==> src/rtl/alu_result_trace_fifo.sv <==
// ALU result/status trace FIFO with saturating drop counter.
// Optional macro ALU_TRACE_DEDUP_EN suppresses repeats of the last accepted capture.
module alu_result_trace_fifo #(
    parameter int DATA_W = 8,
    parameter int STAT_W = 4,
    parameter int DEPTH  = 8,
    parameter int CNT_W  = 8
) (
    input  logic                     clk,
    input  logic                     rst,
    input  logic                     cap_valid,
    input  logic [DATA_W-1:0]        alu_result,
    input  logic [STAT_W-1:0]        stat,
    input  logic                     flush,
    output logic                     out_valid,
    input  logic                     out_ready,
    output logic [DATA_W-1:0]        out_result,
    output logic [STAT_W-1:0]        out_stat,
    output logic [$clog2(DEPTH):0]   count,
    output logic                     full,
    output logic                     empty,
    output logic [CNT_W-1:0]         drop_cnt
);

    localparam int PTR_W = $clog2(DEPTH);
    localparam int W     = STAT_W + DATA_W;

    localparam logic [PTR_W:0]   DEPTH_C = DEPTH[PTR_W:0];
    localparam logic [PTR_W:0]   C_ONE   = 1;
    localparam logic [PTR_W-1:0] P_ONE   = 1;
    localparam logic [CNT_W-1:0] D_ONE   = 1;

    logic [W-1:0]     mem_q [DEPTH];
    logic [PTR_W-1:0] wptr_q, wptr_d;
    logic [PTR_W-1:0] rptr_q, rptr_d;
    logic [PTR_W:0]   count_q, count_d;
    logic [CNT_W-1:0] drop_q, drop_d;

    logic [W-1:0] cap_word;
    logic [W-1:0] head_word;
    logic         eligible;
    logic         pop;
    logic         push;
    logic         drop;

    assign cap_word = {stat, alu_result};

`ifdef ALU_TRACE_DEDUP_EN
    logic [W-1:0] last_q;
    logic         last_vld_q;
    logic         dup;

    assign dup      = last_vld_q && (last_q == cap_word);
    assign eligible = cap_valid && !dup;

    // Remember the most recent capture that actually entered the FIFO
    always_ff @(posedge clk) begin
        if (rst || flush) begin
            last_q     <= '0;
            last_vld_q <= 1'b0;
        end else if (push) begin
            last_q     <= cap_word;
            last_vld_q <= 1'b1;
        end
    end
`else
    assign eligible = cap_valid;
`endif

    assign full  = (count_q == DEPTH_C);
    assign empty = (count_q == '0);
    assign pop   = !empty && out_ready;
    assign push  = eligible && (!full || pop);
    assign drop  = eligible && full && !pop;

    // Next-state for pointers, occupancy and drop counter; flush wins
    always_comb begin
        wptr_d  = wptr_q;
        rptr_d  = rptr_q;
        count_d = count_q;
        drop_d  = drop_q;
        if (flush) begin
            wptr_d  = '0;
            rptr_d  = '0;
            count_d = '0;
            drop_d  = '0;
        end else begin
            if (push) wptr_d = wptr_q + P_ONE;
            if (pop)  rptr_d = rptr_q + P_ONE;
            if (push && !pop) count_d = count_q + C_ONE;
            if (pop && !push) count_d = count_q - C_ONE;
            if (drop && (drop_q != '1)) drop_d = drop_q + D_ONE;
        end
    end

    // Control state register with synchronous reset
    always_ff @(posedge clk) begin
        if (rst) begin
            wptr_q  <= '0;
            rptr_q  <= '0;
            count_q <= '0;
            drop_q  <= '0;
        end else begin
            wptr_q  <= wptr_d;
            rptr_q  <= rptr_d;
            count_q <= count_d;
            drop_q  <= drop_d;
        end
    end

    // Storage write; contents are don't-care until counted in
    always_ff @(posedge clk) begin
        if (!rst && !flush && push) mem_q[wptr_q] <= cap_word;
    end

    assign head_word  = empty ? '0 : mem_q[rptr_q];
    assign out_valid  = !empty;
    assign out_result = head_word[DATA_W-1:0];
    assign out_stat   = head_word[W-1:DATA_W];
    assign count      = count_q;
    assign drop_cnt   = drop_q;

endmodule

==> config.mk <==
export PLATFORM = sky130hd
export DESIGN_NAME = alu_result_trace_fifo
export DESIGN_NICKNAME = d
export VERILOG_FILES = /design/src/rtl/alu_result_trace_fifo.sv
export SDC_FILE = /design/constraint.sdc
export NUM_CORES = 1
export LEC_CHECK = 0
export CORE_MARGIN = 8
export CORE_UTILIZATION = 59
export CTS_BUF_LIST = sky130_fd_sc_hd__clkbuf_8
export DETAILED_ROUTE_END_ITERATION = 7
export PLACE_DENSITY = 0.82
export SLEW_MARGIN = 25
export SYNTH_ARGS = -nofsm -noshare
export SYNTH_HDL_FRONTEND = slang
export SYNTH_SLANG_ARGS = --single-unit
==> constraint.sdc <==
create_clock -name clk -period 3.3 [get_ports clk]
set_clock_uncertainty 0.15 [all_clocks]
set_input_delay 0.33 -clock clk [delete_from_list [all_inputs] [get_ports clk]]
set_output_delay 0.33 -clock clk [all_outputs]
set_load 0.01 [all_outputs]
# [Yosys cells after proc, flatten, opt, wreduce, memory -nomap -nowiden]
# Memories as Yosys holds them, arrays and structs flattened. A register that Yosys moved wholly into a read port is not among the register bits.
# Cells that the tools add are included.
[word_totals] reg_bits=18 ramBits=96 input_bits=17 output_inout_bits=27 elab_cells=38 memories=1
[mem_list] memory="mem_q" words=8 word_bits=12 rd=1 rd_clocked_by_memory_dff=1 wr=1 line_no="33" source="logic [W-1:0] mem_q [DEPTH];"
[op_classes] add_sub_neg=5 n_eq_ne=2 mux=7 n_reduce_logical=19
[op_table] op="$mux W12" n=1
[op_table] op="$logic_and A1 B1 Y1" n=9
[op_table] op="$add A8 B1 Y8 const B" n=1
[op_table] op="$mux W4" n=2
[op_table] op="$ne A8 B8 Y1 const B" n=1
[op_table] op="$add A3 B1 Y3 const B" n=2
[op_table] op="$logic_not A1 Y1" n=6
[op_table] op="$mux W3" n=2
[op_table] op="$add A4 B1 Y4 const B" n=1
[op_table] op="$eq A4 B4 Y1 const B" n=1
[op_table] op="$logic_not A4 Y1" n=1
[op_table] op="$sub A4 B1 Y4 const B" n=1
[op_table] op="$mux W1" n=2
[op_table] op="$reduce_bool A2 Y1" n=1
[op_table] op="$reduce_or A2 Y1" n=1
[op_table] op="$logic_or A1 B1 Y1" n=1

# [Logic depth before layout (Yosys ltp)]
# Gate-level depths: netlist of the first run.
[logic_depth] word_depth=8 ltp_mapped=11 mapped_depth_nobuf=9

# [Least setup slack after synthesis of the first run]
# OpenSTA, ideal clock, no wires.
[synth_timing] path_type="reg2reg" from="register count_q[2], in the netlist count[2]" to="memory mem_q[0][0] in the netlist's numbering, enable pin" setup_time_ns=0.396 arrival_time_ns=2.084 required_time_ns=2.754 path_slack_ns=0.669 stages_incl_launch_ff=6 path_buffers=1 synth_period_minus_slack_ns=2.631 path_cell_list="dfxtp_1 buf_2 or4b_4 o21ai_1 or3_1 nor3_1"
[synth_via] elab_chain_cells=8 word_cells_on_any_way=10 classes_between="eq/ne (1); mux (2); reduce/logical (7)"
[synth_rtl] item="start, declared" line_no="36" source="logic [PTR_W:0] count_q, count_d;"
[synth_rtl] item="start signal, assigned" line_no="106" source="count_q <= count_d;"
[synth_rtl] item="$logic_not A4 Y1" line_no="71" source="assign empty = (count_q == '0);"
[synth_rtl] item="$logic_not A1 Y1" line_no="72" source="assign pop = !empty && out_ready;"
[synth_rtl] item="$logic_and A1 B1 Y1" line_no="72"
[synth_rtl] item="$logic_or A1 B1 Y1 *" line_no="73" source="assign push = eligible && (!full || pop);"
[synth_rtl] item="$logic_and A1 B1 Y1 *" line_no="73"
[synth_rtl] item="$logic_and A1 B1 Y1 *" line_no="113" source="if (!rst && !flush && push) mem_q[wptr_q] <= cap_word;"
[synth_rtl] item="$mux W1 *" line_no="113"
[synth_rtl] item="$mux W1 (implied by the code) *" line_no="113"
[synth_rtl] item="end, declared" line_no="33"
# Every way passes the cells marked *; elsewhere a longest branch is shown, timed or not.

==> out/results.md, run 1 <==
| Group | Metric | This run |
|:---|:---|:---|
| place | Final Wtd Congestion | 0.796 |
| timing | Count of endpoints failing setup in the final report | 0 |
| logic synthesis | Post-synthesis compound-gate area fraction | 0.0321 |
| route | DRC violations left | 0 |
| logic synthesis | Cell types occupying the most area after synthesis | sky130_fd_sc_hd__edfxtp_1 61%, sky130_fd_sc_hd__mux4_2 11%, sky130_fd_sc_hd__dfxtp_1 8.8% |
| logic synthesis | Area share of the leading cell type in the synthesized netlist | 0.606 |
| logic synthesis | Post-synthesis register bit count | 117 |
| critical path | Register-to-Register Setup Slack | 0.55 ns |
| place | Number of I/O port buffers | 43 |
| floorplanning | Die area | 11200 um2 |
| logic synthesis | Synth Warn # | 0 |
| floorplanning | Core region area | 7770 um2 |
| logic synthesis | Syn nets | 314 |
| critical path | Worst setup path category | register to output pin |
| logic synthesis | Post-synthesis xor/xnor area fraction | 0.0166 |
| run status | Run status | complete, no violations |
| global routing | Maximum number of pins on one net before global-route repair | 25 |
| global routing | Remaining global-route overflow | 0 |
| clock tree | Clock network latency to the later pin of the worst-skew pair | 0.41 ns |
| timing | Count of endpoints failing hold in the final timing report | 0 |
| logic synthesis | Number of enable flip-flop cells after synthesis | 96 |
| logic synthesis | Unique masters post-synth | 43 |
| worst hold path | Hold Crit Class | register to register |
| final layout | Nets@finish | 375 |
| critical path | Crit path arrival time | 2.46 ns |
| clock tree | Clock tree from TritonCTS | built |
| logic synthesis | Simple-Gate Fraction of Synth Area | 0.0823 |
| clock tree | Total of cells resized after clock tree synthesis | 0 |
| clock tree | CTS Hold Bufs | 0 |
| logic synthesis | Biggest area consumer among synthesized cells | sky130_fd_sc_hd__edfxtp_1 |
| critical path | Capturing element type of the critical path | output pin |
| logic synthesis | Seq/Total Area, Yosys | 0.694 |
| clock tree | Buffer count from post-CTS setup fixing | 0 |
| place | Detailed placement HPWL | 5960 um |
| timing | Total negative slack for setup checks | 0 ns |
| final layout | Fraction of layout instances using a drive strength above 1 | 0.223 |
| floorplanning | Width of the chip | 106 um |
| critical path | Reg-to-Reg End | count[2]$_SDFFE_PP0P_ |
| logic synthesis | Cell types with the highest counts after synthesis | 96 x sky130_fd_sc_hd__edfxtp_1, 34 x sky130_fd_sc_hd__nor2_1, 24 x sky130_fd_sc_hd__mux4_2, 21 x sky130_fd_sc_hd__dfxtp_1, 15 x sky130_fd_sc_hd__mux2i_1 |
| timing | RSZ-0062 raised after global routing | false |
| logic synthesis | Summed instance area of the synthesized netlist | 4760 um2 |
| logic synthesis | Mean post-synth cell area | 16.2 um2 |
| route | Total via count in the routed design | 2725 |
| logic synthesis | Synth Instances | 293 |
| logic synthesis | Adder-Cell Fraction of Synth Area | 0.0105 |
| place | Dpl cells | 437 |
| timing | Shortest clock period the worst path allows after layout | 2.94 ns |
| timing | Actual transition at the worst max-transition pin | 0.834 ns |
| power | Leakage power summed over all cells | 1.88 nW |
| logic synthesis | Combinational family with the most area after synthesis | multiplexers |
| timing | Worst relative slew slack | 0.444 |
| final layout | N_diodes | 0 |
| clock tree | Root cell of the clock tree | sky130_fd_sc_hd__clkbuf_8 |
| route | Total length of routed wires | 9210 um |
| floorplanning | Starting utilization of the core area | 0.613 |
| power | Maximum ir drop on the vdd rail | 0.306 mV |
| critical path | Worst r2r src | count[1]$_SDFFE_PP0P_ |
| critical path | CP endpoint | out_result[3] |
| logic synthesis | Main synth FF type | sky130_fd_sc_hd__edfxtp_1 |
| place | DP Area | 5360 um2 |
| floorplanning | I/O pin total | 44 |
| job | Max-capacitance violation count | 0 |
| final layout | Post-synthesis to final-layout area growth | 21.1% |
| logic synthesis | Cell with the most instances after synthesis | sky130_fd_sc_hd__edfxtp_1 |
| power | Final Power | 3.02 mW |
| floorplanning | Standard-cell row count | 32 |
| route | ANT nets after route | 0 |
| power | Power Dens Cells | 524 nW/um2 |
| route | Mean routed wirelength per cell | 19.6 um |
| floorplanning | Die Height | 106 um |
| route | Routed via count divided by cell count | 5.81 |
| clock tree | Number of sinks handled by clock tree synthesis | 117 |
| logic synthesis | Post-synthesis async set-or-reset flop share | 0 |
| global routing | Global-route wire length before repair | 14900 um |
| clock tree | Longest Clk Path Bufs | 2 |
| critical path | Kind of start point of the critical path | register |
| clock tree | Clock H-tree levels | 4 |
| route | Number of violations reported at the end of detailed-routing iteration 0 | 179 |
| timing | Share of the clock period used by the worst path | 0.892 |
| timing | Fmax | 340 MHz |
| critical path | Required time at the endpoint of the critical path | 2.82 ns |
| global routing | Total global routing track utilization | 0.178 |
| final layout | Filler cell count | 478 |
| final layout | Post-route cell area | 5770 um2 |
| final layout | Fin cells | 469 |
| timing | Number of slew-limit violations in the final report | 0 |
| global routing | Via count of the first global-routing pass | 2756 |
| route | Iteration count of the initial detailed-routing pass | 4 |
| logic synthesis | Multiplexer share of the synthesized area | 0.145 |
| clock tree | Num CTS Buffers | 17 |
| timing | Worst Hold Slack | 0.345 ns |
| critical path | Critical-path maximum fanout | 24 |
| clock tree | CTS clk-pin slew, worst paths | 0.07 ns |
| critical path | Depth of the worst register-to-register path | 9 |
| global routing | Initial antenna violation count | 0 |
[cells in the final DEF (no fill, tap or decap), types with 3 or more instances in the layout]
cell type                         count
sky130_fd_sc_hd__o21ai_0              6
sky130_fd_sc_hd__or2_2                3
sky130_fd_sc_hd__mux4_2              24
sky130_fd_sc_hd__clkinv_4             4
sky130_fd_sc_hd__and3_1               4
sky130_fd_sc_hd__or3_1                3
sky130_fd_sc_hd__a21oi_1              5
sky130_fd_sc_hd__buf_4               15
sky130_fd_sc_hd__xor2_1               6
sky130_fd_sc_hd__nor2_1              34
sky130_fd_sc_hd__inv_6                6
sky130_fd_sc_hd__xnor2_1              3
sky130_fd_sc_hd__clkdlybuf4s50_1     43
sky130_fd_sc_hd__edfxtp_1            96
sky130_fd_sc_hd__nand2b_1             3
sky130_fd_sc_hd__mux2i_1             15
sky130_fd_sc_hd__nand2_1             14
sky130_fd_sc_hd__nand3_1              6
sky130_fd_sc_hd__clkbuf_8            17
sky130_fd_sc_hd__dfxtp_1             21
sky130_fd_sc_hd__ha_1                 4
[how the worst min path moves through the flow]
stage / start / to / slack (ns) / depth (start not counted)
floorplan: alu_result[0] / mem_q[0][0]$_DFFE_PP_ / 0.28 / 0
global placement: rptr_q[1]$_SDFFE_PP0N_ / rptr_q[1]$_SDFFE_PP0N_ / 0.33 / 2
detailed placement: rptr_q[1]$_SDFFE_PP0N_ / register / 0.33 / 2
CTS: rptr_q[1]$_SDFFE_PP0N_ / rptr_q[1]$_SDFFE_PP0N_ / 0.34 / 2
global route: rptr_q[1]$_SDFFE_PP0N_ / register / 0.37 / 2
finish: rptr_q[1]$_SDFFE_PP0N_ / register / 0.34 / 2
[stage by stage]
stage | utilization | setup slack, ns
final | 0.742 | 0.356
after floorplan | - | 0.669
after detailed placement | 0.691 | 0.581
after global routing | 0.742 | 0.195
after global placement | 0.691 | 0.689
after CTS | 0.742 | 0.268
[state kept, by name (all words and copies together) (netlist names), named ones only]
register,flops
rptr_q,3
wptr_q,3
drop_cnt,8
count,4
mem_q,96
[layer usage]
metal | routed length, um | vias up | GRT usage
met2 | 4800 | 70 | 0.283
met5 | 0 | - | 0
met3 | 394 | 16 | 0.0554
met4 | 163 | 0 | 0.0804
li1 | - | 1265 | -
met1 | 3840 | 1374 | 0.218
[kinds of logic after synthesis]
| kind of cell | count (synthesis) |
|---|---|
| DFF | 117 |
| and+or+nand+nor | 81 |
| muxes | 39 |
| AOI/OAI and AO/OA | 23 |
| buffers and inverters | 20 |
| xor gates and xnor gates | 9 |
| adders and majority gates | 4 |
[area by class of cell]
type	count	area, um2	share of cell area
clock inverter	15	168	0.0291
tap	102	128	0.0221
clock buffer	17	234	0.0406
timing repair buffer	58	543	0.0942
multi-input combinational	156	1370	0.238
sequential	117	3300	0.573
inverter	4	16.3	0.00282
[worst max-delay path, stage by stage, from the launching register on]
cell and delay [ns]:
sky130_fd_sc_hd__dfxtp_1 0.31, sky130_fd_sc_hd__buf_4 0.40, sky130_fd_sc_hd__mux4_2 0.59, sky130_fd_sc_hd__mux2i_1 0.15, sky130_fd_sc_hd__nor2_1 0.07, sky130_fd_sc_hd__clkdlybuf4s50_1 0.52
[where the power goes]
group	internal, mW	switching, mW
Sequential	1.60	0.00611
Clock	0.687	0.599
Combinational	0.0590	0.0661
Note: power is estimated with default switching activity, not from simulation.
==> inputs of run 2 (changes only) <==
CTS_BUF_LIST = sky130_fd_sc_hd__clkbuf_4 sky130_fd_sc_hd__clkbuf_8   (was sky130_fd_sc_hd__clkbuf_8)
SLEW_MARGIN = 10   (was 25)
==> results of run 2 <==
Final layout, timing and power as in run 1 (identical DEF).
==> inputs of run 3 (changes only) <==
CORE_UTILIZATION = 39   (was 59)
PLACE_DENSITY = unset   (was 0.82)
==> run 3 against run 2 <==
- critical path depth is the same
- maximum frequency is 3.1% higher
- via count down 2.4%
- count of clock-buffer cells in the layout unchanged
==> out/results.md, run 3 (same netlist as run 1, synthesis figures left out) <==
| Group | Metric | This run | Change |
|:---|:---|:---|:---|
| run status | Run status | complete, no violations |  |
| job | Max-capacitance violation count | 0 | unchanged |
| timing | Worst relative slew slack | 0.691 | +0.248 |
| final layout | N_diodes | 0 | unchanged |
| critical path | Worst setup path category | register to output pin |  |
| final layout | Top library cells by usage in the layout, fill and taps aside | 96 x sky130_fd_sc_hd__edfxtp_1, 43 x sky130_fd_sc_hd__clkdlybuf4s50_1, 34 x sky130_fd_sc_hd__nor2_1 |  |
| power | Leakage power summed over all cells | 1.86 nW | -1.1% |
| worst hold path | Hold Crit Class | register to register |  |
| critical path | CP max stage delay | 0.65 ns | +0.06 ns |
| final layout | Biggest register | mem_q |  |
| final layout | Post-synthesis to final-layout area growth | 21.9% |  |
| clock tree | CTS clk-pin slew, worst paths | 0.07 ns | about the same |
| route | Mean routed wirelength per cell | 18.0 um | -8.4% |
| clock tree | Root cell of the clock tree | sky130_fd_sc_hd__clkbuf_8 |  |
| final layout | Number of flip-flops in the largest register | 96 | unchanged |
| clock tree | Total of cells resized after clock tree synthesis | 0 | unchanged |
| global routing | Initial antenna violation count | 0 | unchanged |
| critical path | Required time at the endpoint of the critical path | 2.82 ns | about the same |
| timing | Count of endpoints failing setup in the final report | 0 | unchanged |
| floorplanning | Width of the chip | 126 um | +20% |
| floorplanning | Die Height | 126 um | +20% |
| timing | Fmax | 350 MHz | +3.1% |
| timing | Shortest clock period the worst path allows after layout | 2.86 ns | -0.0888 ns |
| power | Maximum ir drop on the vdd rail | 0.226 mV | -26% |
| timing | Actual transition at the worst max-transition pin | 0.463 ns | -0.371 ns |
| clock tree | Number of sinks handled by clock tree synthesis | 117 | unchanged |
| route | DRC violations left | 0 | unchanged |
| place | Detailed placement HPWL | 5970 um | +0.12% |
| global routing | Global-route wire length before repair | 15100 um | +1.6% |
| timing | RSZ-0062 raised after global routing | false |  |
| timing | Count of endpoints failing hold in the final timing report | 0 | unchanged |
| timing | Worst Hold Slack | 0.341 ns | -0.00312 ns |
| critical path | Crit path arrival time | 2.38 ns | -0.08 ns |
| critical path | Critical-path maximum fanout | 15 | -38% |
| global routing | Via count of the first global-routing pass | 2860 | +3.8% |
| floorplanning | Standard-cell row count | 40 | +25% |
| final layout | Fraction of layout instances using a drive strength above 1 | 0.223 | unchanged |
| floorplanning | Starting utilization of the core area | 0.398 | -0.215 |
| clock tree | Clock network latency to the later pin of the worst-skew pair | 0.42 ns | about the same |
| timing | Share of the clock period used by the worst path | 0.865 | -0.0269 |
| critical path | Cell breakdown of the critical path | or4_1 -> inv_2 -> buf_4 -> nor2_1 -> clkdlybuf4s50_1 |  |
| clock tree | Clock tree from TritonCTS | built |  |
| final layout | Nets@finish | 376 | +0.27% |
| clock tree | Longest Clk Path Bufs | 2 | unchanged |
| route | Total length of routed wires | 9240 um | +0.35% |
| place | Final Wtd Congestion | 0.740 | -7.1% |
| power | Power Dens Cells | 503 nW/um2 | -3.9% |
| critical path | Capturing element type of the critical path | output pin |  |
| final layout | Commonest non-fill, non-tap cell in the layout | sky130_fd_sc_hd__edfxtp_1 |  |
| route | Total via count in the routed design | 2660 | -2.4% |
| critical path | Kind of start point of the critical path | register |  |
| floorplanning | I/O pin total | 44 | unchanged |
| route | Iteration count of the initial detailed-routing pass | 4 | unchanged |
| floorplanning | Core region area | 12000 um2 | +54% |
| timing | Total negative slack for setup checks | 0 ns | unchanged |
| clock tree | Buffer count from post-CTS setup fixing | 0 | unchanged |
| clock tree | Num CTS Buffers | 17 | unchanged |
| route | Number of violations reported at the end of detailed-routing iteration 0 | 170 | -5.0% |
| place | Number of I/O port buffers | 43 | unchanged |
| global routing | Maximum number of pins on one net before global-route repair | 25 | unchanged |
| route | Routed via count divided by cell count | 5.18 | -11% |
| route | ANT nets after route | 0 | unchanged |
| global routing | Total global routing track utilization | 0.124 | -0.0538 |
| clock tree | Clock H-tree levels | 4 | unchanged |
| floorplanning | Die area | 16000 um2 | +43% |
| timing | Number of slew-limit violations in the final report | 0 | unchanged |
| global routing | Remaining global-route overflow | 0 | unchanged |
| critical path | CP max stage cell | sky130_fd_sc_hd__or4_1 |  |
| clock tree | CTS Hold Bufs | 0 | unchanged |
[run 3: cell types whose count changed in the layout (fill, tap and decap cells not counted), sizes merged]
cell / previous run / this run
buf: 15 / 16
clkinvlp: 2 / 5
inv: 9 / 6
bufinv: 2 / 1
[run 3: worst max-delay path: cells and delay by family, from the launching register on]
kind	cells	cell delay [ns]
and+or+nand+nor	2	0.75
DFF	1	0.39
buffers and inverters	3	0.81
[run 3: report_power, final]
| part | leakage, nW | internal [mW] | switching [mW] |
|---|---|---|---|
| Clock | 0.171 | 0.596 | 0.590 |
| Sequential | 1.03 | 1.60 | 0.00613 |
| Combinational | 0.655 | 0.0611 | 0.0649 |
| Total | 1.86 | 2.26 | 0.661 |
[run 3: final timing paths]
path,start,cells past startpoint,to,slack [ns]
setup / recovery,count[0]$_SDFFE_PP0P_,5,out_stat[2],0.44
hold / removal,rptr_q[1]$_SDFFE_PP0N_,2,rptr_q[1]$_SDFFE_PP0N_,0.34
hold reg to reg,rptr_q[1]$_SDFFE_PP0N_,2,rptr_q[1]$_SDFFE_PP0N_,0.34
setup reg to reg,count[0]$_SDFFE_PP0P_,9,count[2]$_SDFFE_PP0P_,0.87
[run 3: per-layer routing]
metal | routed length, um | part of all wire | GRT usage
met1 | 3990 | 0.43 | 0.145
met2 | 4740 | 0.51 | 0.207
met3 | 466 | 0.050 | 0.0390
met4 | 46 | 0.0050 | 0.0510
met5 | 0 | 0 | 0
[run 3: stage by stage]
step	setup slack, ns	area, um2	power, mW	utilization	cells
after floorplan	0.669	4760	1.70	-	293
after global placement	0.778	5440	1.77	0.455	483
after detailed placement	0.755	5440	1.77	0.455	483
after CTS	0.405	5800	2.95	0.485	514
after global routing	0.320	5800	3.04	0.485	514
final	0.444	5800	2.92	0.485	514
[run 3: final cells by class]
| cell class | instances | area, um2 |
|---|---|---|
| fill | 1034 | 6160 |
| sequential | 117 | 3300 |
| multi-input combinational | 156 | 1370 |
| timing repair buffer | 59 | 563 |
| clock buffer | 17 | 234 |
| tap | 147 | 184 |
| clock inverter | 14 | 130 |
| inverter | 4 | 16.3 |
